**src/rtl/game_event_logger.sv**
```systemverilog
// game_event_logger
// Samples the game-status stage every clock, turns each scoring event into a
// timestamped record and queues it in a FIFO that is drained over a
// valid/ready stream. Lost records are reported through a sticky overflow
// flag and a saturating drop counter.
module game_event_logger #(
    parameter int DEPTH    = 8,   // FIFO entries, power of 2, >= 2
    parameter int TS_WIDTH = 12   // free-running timestamp width
) (
    input  logic                      clk,
    input  logic                      reset_n,
    input  logic                      clear,
    input  logic                      win,
    input  logic                      los,
    input  logic                      gameover,
    input  logic [1:0]                who,
    output logic                      ev_valid,
    input  logic                      ev_ready,
    output logic [TS_WIDTH+3:0]       ev_data,
    output logic [$clog2(DEPTH):0]    level,
    output logic                      overflow,
    output logic [7:0]                drop_count
);

    localparam int AW = $clog2(DEPTH);
    localparam int RW = TS_WIDTH + 4;

    localparam logic [AW:0] LEVEL_FULL = (AW + 1)'(DEPTH);

    // record kind encodings
    localparam logic [1:0] KIND_LOSS = 2'b01;
    localparam logic [1:0] KIND_WIN  = 2'b10;
    localparam logic [1:0] KIND_GO   = 2'b11;

    // reset and soft clear act identically; reset dominates trivially
    logic flush;
    assign flush = !reset_n || clear;

    // timestamp and gameover edge history
    logic [TS_WIDTH-1:0] ts;
    logic                go_prev;

    // single-entry holding slot for a gameover record that lost arbitration
    logic                pend_valid;
    logic [RW-1:0]       pend_rec;

    // FIFO storage
    logic [RW-1:0]       mem [DEPTH];
    logic [AW-1:0]       rd_ptr;
    logic [AW-1:0]       wr_ptr;

    // per-cycle decisions
    logic                go_edge;
    logic                wl_event;
    logic [RW-1:0]       wl_rec;
    logic [RW-1:0]       go_rec;
    logic                pop;
    logic                room;
    logic                push;
    logic [RW-1:0]       push_rec;
    logic                pend_load;
    logic                pend_take;
    logic                drop_wl;
    logic                drop_go;
    logic [8:0]          drop_sum;

    assign ev_valid = (level != '0);
    assign ev_data  = ev_valid ? mem[rd_ptr] : '0;

    // Arbitrate the single push slot: pending gameover first, then win/loss,
    // then a fresh gameover edge. A push fits when the FIFO has a free entry
    // or the head leaves in the same cycle.
    always_comb begin
        go_edge   = gameover && !go_prev;
        wl_event  = win || los;
        // win dominates when both levels are (illegally) high together
        wl_rec    = {(win ? KIND_WIN : KIND_LOSS), 2'b00, ts};
        go_rec    = {KIND_GO, who, ts};
        pop       = ev_valid && ev_ready;
        room      = (level < LEVEL_FULL) || pop;

        push      = 1'b0;
        push_rec  = pend_rec;
        pend_load = 1'b0;
        pend_take = 1'b0;
        drop_wl   = 1'b0;
        drop_go   = 1'b0;

        if (pend_valid) begin
            // the held gameover owns the slot; anything new this cycle is lost
            if (room) begin
                push      = 1'b1;
                pend_take = 1'b1;
            end
            drop_wl = wl_event;
            drop_go = go_edge;
        end else begin
            if (wl_event) begin
                if (room) begin
                    push     = 1'b1;
                    push_rec = wl_rec;
                end else begin
                    drop_wl = 1'b1;
                end
                // a coincident gameover edge waits one slot behind
                pend_load = go_edge;
            end else if (go_edge) begin
                if (room) begin
                    push     = 1'b1;
                    push_rec = go_rec;
                end else begin
                    pend_load = 1'b1;
                end
            end
        end

        drop_sum = {1'b0, drop_count} + 9'(drop_wl) + 9'(drop_go);
    end

    // free-running timestamp and gameover history
    always_ff @(posedge clk) begin
        if (flush) begin
            ts      <= '0;
            go_prev <= 1'b0;
        end else begin
            ts      <= ts + 1'b1;
            go_prev <= gameover;
        end
    end

    // pending gameover slot: loaded on a blocked edge, freed once pushed
    always_ff @(posedge clk) begin
        if (flush) begin
            pend_valid <= 1'b0;
            pend_rec   <= '0;
        end else if (pend_load) begin
            pend_valid <= 1'b1;
            pend_rec   <= go_rec;
        end else if (pend_take) begin
            pend_valid <= 1'b0;
        end
    end

    // FIFO storage write; contents are don't-care while level is zero
    always_ff @(posedge clk) begin
        if (!flush && push) begin
            mem[wr_ptr] <= push_rec;
        end
    end

    // FIFO pointers and occupancy
    always_ff @(posedge clk) begin
        if (flush) begin
            rd_ptr <= '0;
            wr_ptr <= '0;
            level  <= '0;
        end else begin
            if (push) wr_ptr <= wr_ptr + 1'b1;
            if (pop)  rd_ptr <= rd_ptr + 1'b1;
            case ({push, pop})
                2'b10:   level <= level + 1'b1;
                2'b01:   level <= level - 1'b1;
                default: level <= level;
            endcase
        end
    end

    // sticky overflow flag and saturating drop counter
    always_ff @(posedge clk) begin
        if (flush) begin
            overflow   <= 1'b0;
            drop_count <= '0;
        end else begin
            if (drop_wl || drop_go) overflow <= 1'b1;
            drop_count <= drop_sum[8] ? 8'hFF : drop_sum[7:0];
        end
    end

endmodule

```
**config.mk**
```make
export PLATFORM = sky130hd
export DESIGN_NAME = game_event_logger
export DESIGN_NICKNAME = d
export VERILOG_FILES = /design/src/rtl/game_event_logger.sv
export SDC_FILE = /design/constraint.sdc
export NUM_CORES = 1
export LEC_CHECK = 0
export CAP_MARGIN = 10
export CORE_MARGIN = 2
export CORE_UTILIZATION = 45
export CTS_BUF_LIST = sky130_fd_sc_hd__clkbuf_4 sky130_fd_sc_hd__clkbuf_8
export DETAILED_ROUTE_END_ITERATION = 10
export PLACE_DENSITY_LB_ADDON = 0.05
export SKIP_LAST_GASP = 1
export SYNTH_ARGS = -nofsm -noshare
export SYNTH_HDL_FRONTEND = slang
export SYNTH_SLANG_ARGS = --single-unit
```
**constraint.sdc**
```tcl
create_clock -name clk -period 3.9 [get_ports clk]
set_input_delay 0.78 -clock clk [delete_from_list [all_inputs] [get_ports clk]]
set_output_delay 0.78 -clock clk [all_outputs]
set_load 0.03 [all_outputs]
```
# After elaboration in Yosys (flattened, before gate mapping)
# Memories as Yosys holds them, arrays and structs flattened. A register that Yosys moved wholly into a read port is not among the register bits.
# Index checks and enable logic that the tools add are counted.
# totals
n_memories	1
reg_bits	48
ram_bits	128
wordCells	60
out_inout_bits	30
# memory_table
memory	depth	word_bits	read_ports	rd_ports_with_merged_regs	wr	line	rtl
mem	8	16	1	1	1	48	logic [RW-1:0] mem [DEPTH];
# classes
order_cmp	1
n_addsub	7
n_reduce_logical	13
eq_ne	2
n_mux	27
# op_table
cell	n
$mux W16	6
$mux W1	16
$add A12 B1 Y12 const B	1
$add A8 B1 Y9	1
$add A9 B1 Y9	1
$mux W8	1
$pmux W4 S2	1
$add A3 B1 Y3 const B	2
$mux W3	2
$add A4 B1 Y4 const B	1
$logic_or A1 B1 Y1	4
$lt A4 B4 Y1 const B	1
$reduce_bool A2 Y1	2
$reduce_bool A4 Y1	1
$sub A4 B1 Y4 const B	1
$logic_and A1 B1 Y1	3
$logic_not A1 Y1	3
$eq A2 B1 Y1 const B	1
$eq A2 B2 Y1 const B	1
$mux W2	1

# Longest topological paths before layout
# depth
word_depth	10
depth_mapped	12
mapped_depth_nobuf	10

# Least setup slack after synthesis
# OpenSTA, ideal clock, no wires.
# synth_timing
path_kind	input-to-reg
start	input gameover
end	memory mem[0][0] in the netlist's numbering (enable)
setup_time_ns	0.409
stages	4
path_buffers	0
arrival_time_ns	2.554
setup_slack_ns	0.936
cell_sequence	nor2b_1 -> or3_1 -> nand4b_1 -> nor3_1
# synth_via
elab_chain_len	7
# synth_lines
element	line	rtl
start: declaration	15	input logic gameover,
$logic_and A1 B1 Y1	74	go_edge = gameover && !go_prev;
$mux W1	107	end else if (go_edge) begin
$mux W1	98	if (wl_event) begin
$mux W1	89	if (pend_valid) begin
$logic_and A1 B1 Y1	146	if (!flush && push) begin
$mux W1	146	
$mux W1 (not written as such)	147	mem[wr_ptr] <= push_rec;
end: declaration	48	
# No other way between the ends.

==> metrics.cfg <==
[placement]
hpwl_um = 8542
io_buffers = 38
dp_cells = 708
place_area_um2 = 7940
gp_congestion = 0.7227

[floorplan]
die_h_um = 130.8
rows = 46
pin_count = 39
initial_core_util_pct = 45.85
coreArea_um2 = 15770
die_w_um = 130.8
die_area_um2 = 17100

[finish]
layout.nets = 527
fillCellCount = 1323
antennaDiodeCount = 0
drive_above_1_share_pct = 17.56
final_area_um2 = 8409
layoutNonFillerInstCount = 740
area_growth_pct = 16.30

[critical_path]
r2r-end = level[2]$_SDFFE_PP0P_
r2r_cells = 11
cp-end-kind = primary output
crit_arrival_ps = 2510
crit_required_ps = 3120
cp-start-kind = register
setup.worst_path.class = register to primary output
rr_startpoint = level[3]$_SDFFE_PP0P_
regToRegSetupSlack_ps = 1300
cp_max_fo = 32

[synthesis]
yosysTopAreaCellShare_pct = 53.16
synth-simple-area-share_pct = 7.873
avgSynthCellArea_um2 = 15.82
synth_compound_area_share_pct = 3.011
synth_cells = 457
synth-adder-area-share_pct = 1.315
ys_top_cells_by_count = edfxtp_1 (128), nor2_1 (62), dfxtp_1 (51)
synth-edff-count = 128
ys.flop_type = edfxtp_1
syn-cell-area_um2 = 7231
yosysTopAreaCell = edfxtp_1
synthXorXnorAreaFrac_pct = 2.284
async_flop_share_pct = 0
ys_seq_elements = 179
ys_types = 48
yosysMostFrequentCell = edfxtp_1
synth_warnings = 0
synth_fp_nets = 473
synth_area_leaders = edfxtp_1 (53%), dfxtp_1 (14%), mux4_2 (10%)
synth_top_family_by_area = multiplexers
synth-seq-area-share_pct = 67.28
synth_mux_area_share_pct = 16.54

[clock_tree]
h-tree-depth = 4
cts_resized = 0
clk_pin_slew_ps = 80
clock_sinks = 179
cts_buffer_depth = 2
clkLatencyLatePin_ps = 450
cts_buffers = 17
cts_root_buf = clkbuf_8
postCtsSetupRepairBufs = 0
tritoncts = built
hold_buffers = 0

[global_route]
grt_pass1_vias = 3858
grt_usage_pct = 17.20
grt_pass1_wl_um = 21290
overflow = 0
grt_max_degree = 33
antenna_found_initial = 0

[min_path]
hold_path_end = pend_rec[14]$_SDFFE_PP0P_
min_from = pend_rec[14]$_SDFFE_PP0P_
hp-class = register to register
hold_depth = 2

[timing]
fin_crit_ps = 3290
rsz0062_at_grt = false
whs_ps = 482.5
fin_setup_tns_ps = 0
maxSlewViolCount = 0
worst_pin_slew_ps = 767.4
post-route-period-util_pct = 84.36
fin_worst_skew_ps = 14.22
max_freq_mhz = 304.0
relSlewSlack_pct = 48.84
setup_viol = 0
hold_violations = 0

[pwr]
leakage_nw = 2.789
powerDensity_nw_per_um2 = 443.2
ir_drop_mv = 0.2309
p_total_mw = 3.727

[routing]
via_per_inst = 5.265
vias = 3896
drtIter0Drc = 180
wl_um = 13500
dr.pass1.iters = 4
drc = 0
drtAntennaViolNets = 0
avgRoutedWirePerCell_um = 18.24

[outcome]
status = finished clean

[job]
drv_cap = 0

## stage by stage
| stage | setup slack [ps] | utilization [%] |
|---|---|---|
| 3_3_place_gp | 629.5 | 50.35 |
| 4_1_cts | 540.4 | 53.32 |
| 3_5_place_dp | 619.1 | 50.35 |
| 2_1_floorplan | 936.5 | - |
| 6_report | 610.0 | 53.32 |
| 5_1_grt | 474.1 | 53.32 |
## critical path, cell delays in order (launching register included)
cell and delay [ps]:
dfxtp_2 350, buf_12 260, mux4_2 560, mux2i_1 200
nor2_1 80, clkdlybuf4s50_1 600
## report_power, final
part	internal, mW	total (mW)	leakage, nW	switching (mW)
registers	2.04	2.05	1.55	0.0133
clock network	0.826	1.45	0.245	0.622
logic	0.0964	0.226	0.990	0.129
## worst max path at each step
stage | slack (ps) | end | startpoint | cells after the start
floorplan | 940 | mem[0][0]$_DFFE_PP_ | gameover | 4
global placement | 630 | level[2]$_SDFFE_PP0P_ | win | 10
detailed placement | 620 | level[2]$_SDFFE_PP0P_ | win | 10
CTS | 540 | ev_data[13] | register | 5
global route | 470 | ev_data[13] | register | 5
finish | 610 | ev_data[13] | register | 5
## cells in the final DEF, fill, tap and decap left out, types with 5 or more instances in the layout
cell type	n
dfxtp_1	50
nand2b_1	5
clkbuf_8	20
mux2_1	12
xor2_1	12
ha_1	6
nand3_1	10
nand2_1	9
nor2_1	62
clkdlybuf4s50_1	38
edfxtp_1	128
xnor2_1	5
mux2i_1	34
bufinv_16	5
buf_4	18
mux4_2	32
a21oi_1	11
## sequential cells by signal (all words and copies together) (netlist names), named ones only
signal      flops
go_prev         1
overflow        1
mem           128
drop_count      8
rd_ptr          3
pend_rec       15
level           4
wr_ptr          3
pend_valid      1
ts             12
## cells by family after synthesis
family	Yosys count
simple gates	117
mux	78
compound gates	32
xor+xnor	18
buf+inv	26
flops	179
fa+ha+maj	7
## per-layer routing
layer	vias to the layer above	GRT usage [%]	wire length [um]
met5	-	0	0
met4	0	5.820	155
met3	13	3.909	378
met2	60	28.43	6548
met1	1979	22.66	6419
li1	1844	-	-
## layout make-up
class | count | area (um^2) | area share (%)
flip-flops and latches | 179 | 4866 | 57.86
multi-input cells | 252 | 2253 | 26.80
repair buffers | 57 | 535.5 | 6.368
clock buffers | 22 | 290.3 | 3.452
well taps | 216 | 270.3 | 3.214
clock inverters | 10 | 178.9 | 2.128
inverters | 4 | 15.01 | 0.1785
Power figures use the tool's default switching activity.
